[src/rtl/if_fetch_ctrl_if.sv]
// Fetch-side bus bundle: instruction ROM port, decode handshake and EX redirect.
// The master modport is the fetch controller; the slave modport is its environment.
interface if_fetch_ctrl_if #(
  parameter int ADDR_W = 6
);
  logic [ADDR_W-1:0] rom_addr;
  logic [31:0]       rom_data;
  logic              if_valid;
  logic [31:0]       if_instr;
  logic [31:0]       if_pc;
  logic              if_pred_taken;
  logic              id_ready;
  logic              redirect_valid;
  logic [31:0]       redirect_pc;

  modport master (
    output rom_addr, if_valid, if_instr, if_pc, if_pred_taken,
    input  rom_data, id_ready, redirect_valid, redirect_pc
  );

  modport slave (
    input  rom_addr, if_valid, if_instr, if_pc, if_pred_taken,
    output rom_data, id_ready, redirect_valid, redirect_pc
  );
endinterface

[src/rtl/if_fetch_ctrl.sv]
// RV32I instruction-fetch controller: PC, 2-entry prefetch queue, EX redirects, self-loop halt.
// Optional static branch/jal prediction at fetch is enabled with `define STATIC_PREDICT_EN.
module if_fetch_ctrl #(
  parameter int          ADDR_W   = 6,
  parameter logic [31:0] RESET_PC = 32'h0000_0000
) (
  input  logic                   clk,
  input  logic                   rst_n,
  if_fetch_ctrl_if.master        bus,
  output logic                   halted,
  output logic                   misalign
);

  typedef enum logic [1:0] {BOOT, RUN, HALT} state_t;

  state_t      state;
  state_t      state_next;
  logic [31:0] pc;
  logic [31:0] seq_pc;
  logic [31:0] pred_pc;
  logic        pred_bit;
  logic [31:0] instr_word;
  logic        fetch_en;
  logic        pop;
  logic        push;
  logic        self_loop;

  logic [31:0] q_pc    [2];
  logic [31:0] q_instr [2];
  logic        q_pred  [2];
  logic        rd_ptr;
  logic        wr_ptr;
  logic [1:0]  count;

  assign instr_word = bus.rom_data;
  assign seq_pc     = pc + 32'd4;

  // jal x?, 0 with any rd: the program parks itself here, so fetch stops too
  assign self_loop = (instr_word & 32'hFFFF_F07F) == 32'h0000_006F;

  assign pop  = (count != 2'd0) && bus.id_ready;
  assign push = fetch_en && !bus.redirect_valid && ((count != 2'd2) || pop);

`ifdef STATIC_PREDICT_EN
  logic [31:0] b_imm;
  logic [31:0] j_imm;
  logic        is_branch;
  logic        is_jal;

  assign b_imm = {{20{instr_word[31]}}, instr_word[7], instr_word[30:25],
                  instr_word[11:8], 1'b0};
  assign j_imm = {{12{instr_word[31]}}, instr_word[19:12], instr_word[20],
                  instr_word[30:21], 1'b0};
  assign is_branch = instr_word[6:0] == 7'b1100011;
  assign is_jal    = instr_word[6:0] == 7'b1101111;

  // Backward branches and non-parking jals are assumed taken
  always_comb begin
    pred_pc  = seq_pc;
    pred_bit = 1'b0;
    if (is_branch && instr_word[31]) begin
      pred_pc  = pc + b_imm;
      pred_bit = 1'b1;
    end else if (is_jal && !self_loop) begin
      pred_pc  = pc + j_imm;
      pred_bit = 1'b1;
    end
  end
`else
  assign pred_pc  = seq_pc;
  assign pred_bit = 1'b0;
`endif

  always_ff @(posedge clk or negedge rst_n) begin
    if (!rst_n) state <= BOOT;
    else        state <= state_next;
  end

  always_comb begin
    state_next = state;
    if (bus.redirect_valid) begin
      state_next = RUN;
    end else begin
      case (state)
        BOOT:    state_next = RUN;
        RUN:     if (push && self_loop) state_next = HALT;
        HALT:    state_next = HALT;
        default: state_next = BOOT;
      endcase
    end
  end

  always_comb begin
    fetch_en = 1'b0;
    halted   = 1'b0;
    case (state)
      RUN:     fetch_en = 1'b1;
      HALT:    halted   = 1'b1;
      default: ;
    endcase
  end

  // A parked self-loop keeps its own PC so a later redirect is the only way out
  always_ff @(posedge clk or negedge rst_n) begin
    if (!rst_n) begin
      pc <= RESET_PC;
    end else if (bus.redirect_valid) begin
      pc <= {bus.redirect_pc[31:2], 2'b00};
    end else if (push && !self_loop) begin
      pc <= pred_pc;
    end
  end

  always_ff @(posedge clk or negedge rst_n) begin
    if (!rst_n) begin
      misalign <= 1'b0;
    end else if (bus.redirect_valid && (bus.redirect_pc[1:0] != 2'b00)) begin
      misalign <= 1'b1;
    end
  end

  // Flush wins over any same-cycle pop or push
  always_ff @(posedge clk or negedge rst_n) begin
    if (!rst_n) begin
      rd_ptr <= 1'b0;
      wr_ptr <= 1'b0;
      count  <= 2'd0;
      for (int i = 0; i < 2; i++) begin
        q_pc[i]    <= '0;
        q_instr[i] <= '0;
        q_pred[i]  <= 1'b0;
      end
    end else if (bus.redirect_valid) begin
      rd_ptr <= 1'b0;
      wr_ptr <= 1'b0;
      count  <= 2'd0;
    end else begin
      if (push) begin
        q_pc[wr_ptr]    <= pc;
        q_instr[wr_ptr] <= instr_word;
        q_pred[wr_ptr]  <= pred_bit;
        wr_ptr          <= ~wr_ptr;
      end
      if (pop) rd_ptr <= ~rd_ptr;
      count <= count + {1'b0, push} - {1'b0, pop};
    end
  end

  assign bus.rom_addr      = pc[ADDR_W+1:2];
  assign bus.if_valid      = count != 2'd0;
  assign bus.if_instr      = bus.if_valid ? q_instr[rd_ptr] : 32'h0;
  assign bus.if_pc         = bus.if_valid ? q_pc[rd_ptr]    : 32'h0;
  assign bus.if_pred_taken = bus.if_valid && q_pred[rd_ptr];

endmodule

[src/flat_wrapper.sv]
// flat-port wrapper written by rule: the top's interface ports become plain ports
module if_fetch_ctrl_flat 
#(
  parameter int          ADDR_W   = 6,
  parameter logic [31:0] RESET_PC = 32'h0000_0000
)
  (clk, rst_n, halted, misalign, bus_rom_addr, bus_if_valid, bus_if_instr, bus_if_pc, bus_if_pred_taken, bus_rom_data, bus_id_ready, bus_redirect_valid, bus_redirect_pc);
  if_fetch_ctrl_if #(.ADDR_W(ADDR_W)) bus_i ();
  input  logic clk;
  input  logic rst_n;
  output logic halted;
  output logic misalign;
  output wire logic [$bits(bus_i.rom_addr)-1:0] bus_rom_addr;
  output wire logic [$bits(bus_i.if_valid)-1:0] bus_if_valid;
  output wire logic [$bits(bus_i.if_instr)-1:0] bus_if_instr;
  output wire logic [$bits(bus_i.if_pc)-1:0] bus_if_pc;
  output wire logic [$bits(bus_i.if_pred_taken)-1:0] bus_if_pred_taken;
  input wire logic [$bits(bus_i.rom_data)-1:0] bus_rom_data;
  input wire logic [$bits(bus_i.id_ready)-1:0] bus_id_ready;
  input wire logic [$bits(bus_i.redirect_valid)-1:0] bus_redirect_valid;
  input wire logic [$bits(bus_i.redirect_pc)-1:0] bus_redirect_pc;
  assign bus_rom_addr = bus_i.rom_addr;
  assign bus_if_valid = bus_i.if_valid;
  assign bus_if_instr = bus_i.if_instr;
  assign bus_if_pc = bus_i.if_pc;
  assign bus_if_pred_taken = bus_i.if_pred_taken;
  assign bus_i.rom_data = bus_rom_data;
  assign bus_i.id_ready = bus_id_ready;
  assign bus_i.redirect_valid = bus_redirect_valid;
  assign bus_i.redirect_pc = bus_redirect_pc;
  if_fetch_ctrl #(.ADDR_W(ADDR_W), .RESET_PC(RESET_PC)) u_core (.clk(clk), .rst_n(rst_n), .bus(bus_i), .halted(halted), .misalign(misalign));
endmodule
[config.mk]
export PLATFORM = sky130hd
export DESIGN_NAME = if_fetch_ctrl_flat
export DESIGN_NICKNAME = d
export VERILOG_FILES = /design/src/rtl/if_fetch_ctrl_if.sv /design/src/rtl/if_fetch_ctrl.sv /design/src/flat_wrapper.sv
export SDC_FILE = /design/constraint.sdc
export NUM_CORES = 1
export LEC_CHECK = 0
export CORE_ASPECT_RATIO = 1.5
export CORE_MARGIN = 2
export CORE_UTILIZATION = 50
export DETAILED_ROUTE_END_ITERATION = 7
export PLACE_DENSITY = 0.78
export SETUP_SLACK_MARGIN = 0.05
export SYNTH_ARGS = -nofsm -noshare
export SYNTH_HDL_FRONTEND = slang
export SYNTH_SLANG_ARGS = --single-unit
[constraint.sdc]
create_clock -name clk -period 4.8 [get_ports clk]
set_input_delay 1.44 -clock clk [delete_from_list [all_inputs] [get_ports clk]]
set_output_delay 1.44 -clock clk [all_outputs]
set_load 0.03 [all_outputs]
==> flow_summary.json, run 1 <==
{
  "clockPowerShare_pct": 20.3,
  "stdcell_count": 1007,
  "crit_type": "reg -> out",
  "swShare_pct": 37.9,
  "clk_pin_slew_ps": 70,
  "postCtsResizedCells": 0,
  "gp_congestion": 0.874,
  "antenna_left": 0,
  "synth_top_cells_by_area": "dfrtp_1 52%, mux2_2 17%, mux2i_1 8.2%, nor2_1 3.8%, o311ai_0 2.4%",
  "drv_cap": 0,
  "design_area_um2": 10100,
  "rows": 56,
  "endpoint_kind": "output port",
  "power_switching_uw": 2630,
  "routedWlPerCell_um": 19.1,
  "overflow": 0,
  "hpwl_um": 13400,
  "coreArea_um2": 15600,
  "die_h_um": 158,
  "antenna_found_initial": 0,
  "power_density_nw_per_um2": 688,
  "vdd.ir_drop.worst_v": 0.000377,
  "whs_path_depth": 1,
  "dp.cells": 975,
  "synth_flop_cell": "dfrtp_1",
  "hold_class": "reg -> reg",
  "root_buffer": "clkbuf_16",
  "fin_worst_skew_ps": 10.5,
  "cts_tree": "built",
  "post-synth-top-area-fraction_pct": 51.6,
  "r2r-end": "u_core.count[1]",
  "num_vias": 5850,
  "area_delta_synth_final_pct": 28.0,
  "synth_seq_cells": 163,
  "clk_latency_ps": 420,
  "setup-violations-final": 0,
  "num_io_pins": 142,
  "leakage_uw": 0.00404,
  "synth-seq-area-share_pct": 51.6,
  "grt_pass1_wl_um": 31100,
  "drt_wl_total_um": 19200,
  "setup.worst_path.start": "u_core.rd_ptr",
  "start_util_pct": 50.8,
  "diodes": 0,
  "final_max_slew_viol_count": 0,
  "cp.required_ps": 3360,
  "cts_setup_buffers": 0,
  "synth_edf_count": 0,
  "async_flop_share_pct": 100,
  "rsz0062_at_grt": "false",
  "sequentialPowerShare_pct": 33.7,
  "path_max_fanout": 36,
  "cts_buffer_depth": 2,
  "synthCells": 668,
  "timing.rr.start": "u_core.count[0]",
  "mappedNetlistArea_um2": 7900,
  "hold_start": "u_core.misalign",
  "fin_ws_ps": 788,
  "tns_ps": 0,
  "p_int_uw": 4320,
  "die_w_um": 107,
  "synth.distinct_cells": 49,
  "ff2ff_path_depth": 10,
  "fin_crit_ps": 4010,
  "outcome": "complete, no violations",
  "fin_nets": 865,
  "ctsHoldBuffers": 0,
  "numCtsBuffers": 17,
  "worst-slew-pin-transition_ps": 1000,
  "max_freq_mhz": 249,
  "track_usage_pct": 23.7,
  "hold_violations": 0,
  "cp-start-kind": "flop",
  "drive_above_1_share_pct": 22.6,
  "io_buffers": 139,
  "comb_power_share_pct": 46.0,
  "hold_end": "u_core.misalign",
  "synth_area_per_cell_um2": 11.8,
  "preCtsSetupSlack_ps": 714,
  "firstDrtPassIters": 5,
  "fin_hold_ws_ps": 472,
  "reg2reg_slack_ps": 2230,
  "place_area_um2": 9500,
  "ys_warn_count": 0,
  "drc": 0,
  "fp.dieArea_um2": 16800,
  "grt_pass1_vias": 6263,
  "cp.arrival_ps": 2570,
  "grt_max_degree": 105,
  "htree_levels": 4,
  "timing.final.crit_share_pct": 83.6,
  "initialDrtViolationCount": 322,
  "cts_sinks": 163,
  "routed_via_density": 5.81,
  "max_slew_margin_pct": 33.2,
  "synth_top_area_cell": "dfrtp_1"
}
## registers in the layout (all words and copies together), names as in the netlist, 2 cells and up
| register | cells |
|---|---|
| u_core.count | 2 |
| u_core.pc | 30 |
| u_core.q_instr | 64 |
| u_core.q_pc | 60 |
| u_core.q_pred | 2 |
| u_core.state | 2 |
## cells in the mapped netlist, drive strengths merged (4+ instances only)
cell type and count:
xnor2 4, ha 6, mux2 121, or4 8
nand2 37, xor2 4, o31ai 7, nor3 4
clkbuf 16, nand4 7, o21ai 12, nand3 17
mux2i 65, o311ai 22, o211ai 6, nor2 81
a31oi 10, nor4 6, inv 10, dfrtp 163
buf 30
## power by group through the flow
stage | Sequential, uW | Clock (uW) | Combinational [uW]
2_1_floorplan | 2200 | 0 | 2210
5_1_grt | 2410 | 1500 | 3430
4_1_cts | 2340 | 1440 | 3240
3_3_place_gp | 2310 | 0 | 3140
6_report | 2340 | 1420 | 3200
3_5_place_dp | 2370 | 0 | 3220
## worst max-delay path, cell delays in order (launching register included)
cell,delay [ps]
dfrtp_4,790
buf_12,330
mux2i_1,120
nor2_1,170
clkdlybuf4s50_1,710
## per-layer routing
| metal | track usage, % | routed length [um] |
|---|---|---|
| met5 | 0 | 0 |
| met3 | 5.80 | 1100 |
| met1 | 27.0 | 7300 |
| met4 | 9.77 | 491 |
| met2 | 42.2 | 10300 |
## stage by stage
step	total power (uW)	utilization, %
2_1_floorplan	4410	-
3_3_place_gp	5450	61.1
3_5_place_dp	5590	61.1
4_1_cts	7020	65.0
5_1_grt	7350	65.0
6_report	6960	65.0
## layout by cell type, fill, tap and decap left out, drive strengths merged, types with 12 or more instances in the layout
| cell | netlist | layout |
|---|---|---|
| clkbuf | 16 | 19 |
| clkdlybuf4s50 | 0 | 138 |
| dfrtp | 163 | 163 |
| inv | 10 | 15 |
| mux2 | 121 | 121 |
| mux2i | 65 | 65 |
| nand2 | 37 | 37 |
| nand3 | 17 | 17 |
| nor2 | 81 | 81 |
| o21ai | 12 | 12 |
| o311ai | 22 | 22 |
## worst max-delay path by stage
stage,to,slack [ps],depth (start not counted)
final,bus_if_pc[31],790,4
after CTS,bus_if_pc[31],750,4
after global routing,bus_if_pc[30],690,4
after detailed placement,u_core.pc[3],710,7
after global placement,u_core.pc[3],800,7
after floorplan,bus_if_instr[12],1690,4
## final cells by class
class / count / area [um^2]
inverter: 10 / 37.5
timing repair buffer: 149 / 1540
tap: 203 / 254
clock inverter: 13 / 174
fill: 1191 / 5440
multi-input combinational: 450 / 3580
sequential: 163 / 4080
clock buffer: 19 / 443
## cell families after synthesis
kind of cell	synth area share, %
AOI/OAI and AO/OA	6.14
xor gates and xnor gates	0.886
adders and majority gates	0.950
buffers and inverters	3.32
DFF	51.6
muxes	25.5
other	0.0474
and+or+nand+nor	11.6
No activity file was read; power rests on OpenSTA's default activity.
==> run 2, diff against run 1 <==
==> constraint.sdc (replaced) <==
create_clock -name clk -period 3.7 [get_ports clk]
set_input_delay 1.11 -clock clk [delete_from_list [all_inputs] [get_ports clk]]
set_output_delay 1.11 -clock clk [all_outputs]
set_load 0.03 [all_outputs]
==> run 2 against run 1 <==
Critical path depth unchanged. Setup slack got worse by 580 ps. Cell count increased by 0.70%. Core utilization about the same. Wire length decreased by 0.19%. Count of clock-buffer cells in the layout decreased by 2. Critical endpoint is now bus_if_instr[3]. Hold slack improved by 15 ps. Die area unchanged. Highest routed layer unchanged. Combinational power increased by 31%. Critical path type unchanged. Cell area about the same.
==> flow_summary.json, run 2 (synthesized netlist as in run 1, its figures left out) <==
{
  "total_power_uw": 9020,
  "outcome": "complete, no violations",
  "hold_start": "u_core.q_pred[0]",
  "rows": 56,
  "fin_worst_skew_ps": 7.75,
  "die_h_um": 158,
  "reg2reg_slack_ps": 1320,
  "final_common_cell": "dfrtp_1",
  "wl_met1_um": 7550,
  "drc": 0,
  "crit_type": "reg -> out",
  "start_util_pct": 50.8,
  "r2r-end": "u_core.count[1]",
  "cp.arrival_ps": 2390,
  "cts_buffer_depth": 2,
  "timing.rr.start": "u_core.count[0]",
  "tns_ps": 0,
  "root_buffer": "clkbuf_16",
  "topRoutingLayerUsed": "met4",
  "max_slew_margin_pct": 34.1,
  "track_usage_pct": 23.5,
  "cts_tree": "built",
  "wl_met2_um": 10400,
  "final_max_slew_viol_count": 0,
  "postCtsResizedCells": 0,
  "hold_end": "u_core.q_pred[0]",
  "grt_pass1_wl_um": 31000,
  "antenna_found_initial": 0,
  "ctsHoldBuffers": 0,
  "firstDrtPassIters": 4,
  "cts_sinks": 163,
  "largest_reg_flops": 64,
  "largest-register": "u_core.q_instr",
  "overflow": 0,
  "initialDrtViolationCount": 297,
  "numCtsBuffers": 17,
  "worst-slew-pin-transition_ps": 987,
  "hold_violations": 0,
  "routed_via_density": 5.78,
  "max_freq_mhz": 286,
  "htree_levels": 4,
  "grt_max_degree": 79,
  "drv_cap": 0,
  "clk_latency_ps": 420,
  "fin_crit_ps": 3500,
  "routedWlPerCell_um": 18.9,
  "gp_congestion": 0.856,
  "rsz0062_at_grt": "false",
  "die_w_um": 107,
  "whs_path_depth": 1,
  "cts_setup_buffers": 0,
  "setup-violations-final": 0,
  "io_buffers": 139,
  "endpoint_kind": "output port",
  "fp.dieArea_um2": 16800,
  "cp.required_ps": 2590,
  "coreArea_um2": 15600,
  "grt_pass1_vias": 6196,
  "reg_top3": "u_core.q_instr x64, u_core.q_pc x60, u_core.pc x30",
  "final_cell_mix": "162 x dfrtp_1, 138 x clkdlybuf4s50_1, 121 x mux2_2, 79 x nor2_1, 65 x mux2i_1",
  "vdd.ir_drop.worst_v": 0.000551,
  "drt_wl_total_um": 19200,
  "cp-start-kind": "flop",
  "antenna_left": 0,
  "leakage_uw": 0.00406,
  "area_delta_synth_final_pct": 28.0,
  "num_vias": 5863,
  "hpwl_um": 13500,
  "ff2ff_path_depth": 10,
  "drive_above_1_share_pct": 23.4,
  "num_io_pins": 142,
  "wl_met3_um": 784,
  "clk_pin_slew_ps": 70,
  "diodes": 0,
  "power_density_nw_per_um2": 892,
  "fin_nets": 872,
  "path_max_fanout": 35,
  "hold_class": "reg -> reg",
  "timing.final.crit_share_pct": 94.5
}
[run 2: cell types whose count changed in the layout (fill, tap and decap cells not counted), sizes merged]
cell	previous run	this run
inv	15	22
clkbuf	19	17
clkinvlp	2	0
bufinv	3	2
clkinv	3	1
buf	11	18
[run 2: how the worst max path moves through the flow]
stage | start | to | slack [ps] | depth (start not counted)
CTS | u_core.rd_ptr | bus_if_instr[3] | 150 | 4
floorplan | u_core.rd_ptr | bus_if_instr[12] | 920 | 4
detailed placement | bus_rom_data[25] | u_core.pc[10] | 160 | 6
finish | u_core.rd_ptr | bus_if_instr[3] | 200 | 4
global placement | bus_rom_data[25] | u_core.pc[19] | 180 | 6
global route | u_core.rd_ptr | bus_if_pc[30] | 110 | 4
[run 2: per-layer routing]
metal | track usage (%) | up-vias
met5 | 0 | -
li1 | - | 2679
met1 | 27.2 | 2982
met4 | 9.52 | 0
met2 | 42.3 | 169
met3 | 4.73 | 33
[run 2: critical path, stage by stage, from the launching register on]
cell             delay, ps
dfrtp_4                620
buf_12                 300
mux2i_1                130
nor2_1                 170
clkdlybuf4s50_1        700
[run 2: where the power goes]
| group | internal, uW | leakage [uW] | switching [uW] | total (uW) |
|---|---|---|---|---|
| logic | 1990 | 0.00182 | 2200 | 4190 |
| clock network | 1030 | 0.000302 | 793 | 1820 |
| registers | 2540 | 0.00194 | 474 | 3010 |
| total | 5560 | 0.00406 | 3470 | 9020 |
[run 2: cell type report]
class,instances,area (um^2)
well taps,203,254
inverters,10,37.5
flip-flops and latches,163,4080
repair buffers,156,1560
fillers,1257,5440
clock inverters,15,180
clock buffers,17,425
multi-input cells,450,3580
[run 2: stage by stage]
step	instances	hold slack [ps]	utilization [%]	cell area [um^2]	setup WS (ps)
detailed placement	982	476	61.2	9510	159
finish	1014	487	65.0	10100	203
floorplan	669	450	-	7910	922
CTS	1014	491	65.0	10100	154
global route	1014	513	65.0	10100	113
global placement	982	451	61.2	9510	180
==> run 3, diff against run 2 <==
==> constraint.sdc (replaced) <==
create_clock -name clk -period 3.7 [get_ports clk]
set_input_delay 1.11 -clock clk [delete_from_list [all_inputs] [get_ports clk]]
set_output_delay 1.11 -clock clk [all_outputs]
set_load 0.05 [all_outputs]
==> run 3 against run 2 <==
Maximum frequency decreased by 1.8%. Via count decreased by 1.1%. Sequential share of layout area shrank 0.27 points. Core utilization up 0.43 points. Critical path type unchanged. Register-to-register slack better by 60 ps. Cell area up 0.67%. Largest cell class unchanged. Die area stayed put. Clock power fell by 4%. Critical endpoint is now bus_if_instr[0]. Count of clock-buffer cells in the layout is the same.
==> flow_summary.json, run 3 (synthesized netlist as in run 1, its figures left out) <==
{
  "outcome": "complete, no violations",
  "cp.required_ps": 2590,
  "crit_type": "reg -> out",
  "die_h_um": 158,
  "ctsHoldBuffers": 0,
  "cp-start-kind": "flop",
  "endpoint_kind": "output port",
  "swShare_pct": 42.7,
  "max_slew_margin_pct": 35.9,
  "comb_power_share_pct": 50.0,
  "cts_setup_buffers": 0,
  "multi_input_area_um2": 3580,
  "max_freq_mhz": 281,
  "clockPowerShare_pct": 18.3,
  "hold_violations": 0,
  "setup-violations-final": 0,
  "cts_sinks": 163,
  "cts_tree": "built",
  "hold_class": "reg -> reg",
  "reg2reg_slack_ps": 1380,
  "clk_pin_slew_ps": 60,
  "cp.arrival_ps": 2450,
  "cts_buffer_depth": 2,
  "antenna_found_initial": 0,
  "reg_top3": "u_core.q_instr x64, u_core.q_pc x60, u_core.pc x30",
  "drive_above_1_share_pct": 23.8,
  "die_w_um": 107,
  "htree_levels": 4,
  "whs_path_depth": 1,
  "fp.dieArea_um2": 16800,
  "routed_via_density": 5.70,
  "fin_crit_ps": 3560,
  "place_area_um2": 9560,
  "p_int_uw": 5470,
  "rows": 56,
  "r2r-end": "u_core.pc[30]",
  "ff2ff_path_depth": 6,
  "sequentialPowerShare_pct": 31.7,
  "hpwl_um": 13400,
  "tns_ps": 0,
  "antenna_left": 0,
  "design_area_um2": 10200,
  "final_common_cell": "dfrtp_1",
  "coreArea_um2": 15600,
  "grt_pass1_wl_um": 30300,
  "vdd.ir_drop.worst_v": 0.000719,
  "hold_start": "u_core.misalign",
  "fill_cells": 1215,
  "drc": 0,
  "final_max_slew_viol_count": 0,
  "gp_congestion": 0.845,
  "largest_reg_flops": 64,
  "rsz0062_at_grt": "false",
  "numCtsBuffers": 17,
  "drv_cap": 0,
  "fin_worst_skew_ps": 11.0,
  "start_util_pct": 50.8,
  "io_buffers": 139,
  "area_delta_synth_final_pct": 28.9,
  "initialDrtViolationCount": 221,
  "timing.final.crit_share_pct": 96.2,
  "grt_pass1_vias": 6154,
  "worst-slew-pin-transition_ps": 960,
  "diodes": 0,
  "power_density_nw_per_um2": 937,
  "root_buffer": "clkbuf_16",
  "drt_wl_total_um": 18900,
  "seqCellArea_um2": 4080,
  "final_cell_mix": "162 x dfrtp_1, 121 x mux2_2, 118 x clkdlybuf4s50_1, 79 x nor2_1, 65 x mux2i_1",
  "leakage_uw": 0.00437,
  "timing.rr.start": "u_core.pc[3]",
  "fin_nets": 876,
  "track_usage_pct": 23.0,
  "firstDrtPassIters": 5,
  "power_switching_uw": 4070,
  "routedWlPerCell_um": 18.5,
  "path_max_fanout": 26,
  "num_vias": 5800,
  "num_io_pins": 142,
  "largest-register": "u_core.q_instr",
  "overflow": 0,
  "grt_max_degree": 79,
  "clk_latency_ps": 430,
  "hold_end": "u_core.misalign"
}
run 3: area by class of cell:
cell class / count / area share, %
Clock buffer: 17 / 4.18
Inverter: 10 / 0.369
Tap cell: 203 / 2.49
Timing Repair Buffer: 160 / 16.2
Sequential cell: 163 / 40.1
Multi-Input combinational cell: 450 / 35.2
Clock inverter: 15 / 1.56
run 3: per-stage QoR:
stage	worst slack (ps)	cells	hold WS, ps	utilization [%]	total power [uW]
final	141	1018	477	65.5	9550
after global routing	55.2	1018	512	65.5	10100
after CTS	60.9	1018	477	65.2	9630
after detailed placement	319	986	451	61.4	7880
after global placement	414	986	450	61.4	7700
after floorplan	679	669	450	-	6330
run 3: worst max path at each step:
stage,startpoint,end,slack (ps),depth (start not counted)
after floorplan,u_core.rd_ptr,bus_if_instr[12],680,4
after global placement,bus_rom_data[25],u_core.pc[31],410,8
after detailed placement,bus_rom_data[25],u_core.pc[31],320,8
after CTS,u_core.rd_ptr,bus_if_instr[30],60,4
after global routing,u_core.rd_ptr,bus_if_instr[5],60,4
final,u_core.rd_ptr,bus_if_instr[0],140,4
run 3: what timing repair did:
action,in CTS,in global routing
gates cloned,0,0
gates resized for setup,2,19
setup endpoints to repair,2,22
run 3: power by group through the flow:
stage / clock [uW] / combinational (uW) / sequential (uW)
finish: 1750 / 4770 / 3030
global route: 1850 / 5090 / 3110
CTS: 1770 / 4830 / 3020
detailed placement: 0 / 4820 / 3060
global placement: 0 / 4720 / 2980
floorplan: 0 / 3480 / 2850
run 3: metal layers:
metal  wire length, um  GRT usage (%)  up-vias  part of all wire, %
met1              7170           26.0     2900                   38
met5                 0              0        -                    0
met3               951           4.94       43                  5.0
met4               552           9.77        0                  2.9
li1                  -              -     2671                    -
met2             10200           41.7      186                   54
run 3: critical path, stage by stage, from the launching register on:
cell and delay (ps):
dfrtp_4 670, buf_12 270, mux2i_1 100, nor2_1 90, clkdlybuf4s50_1 850
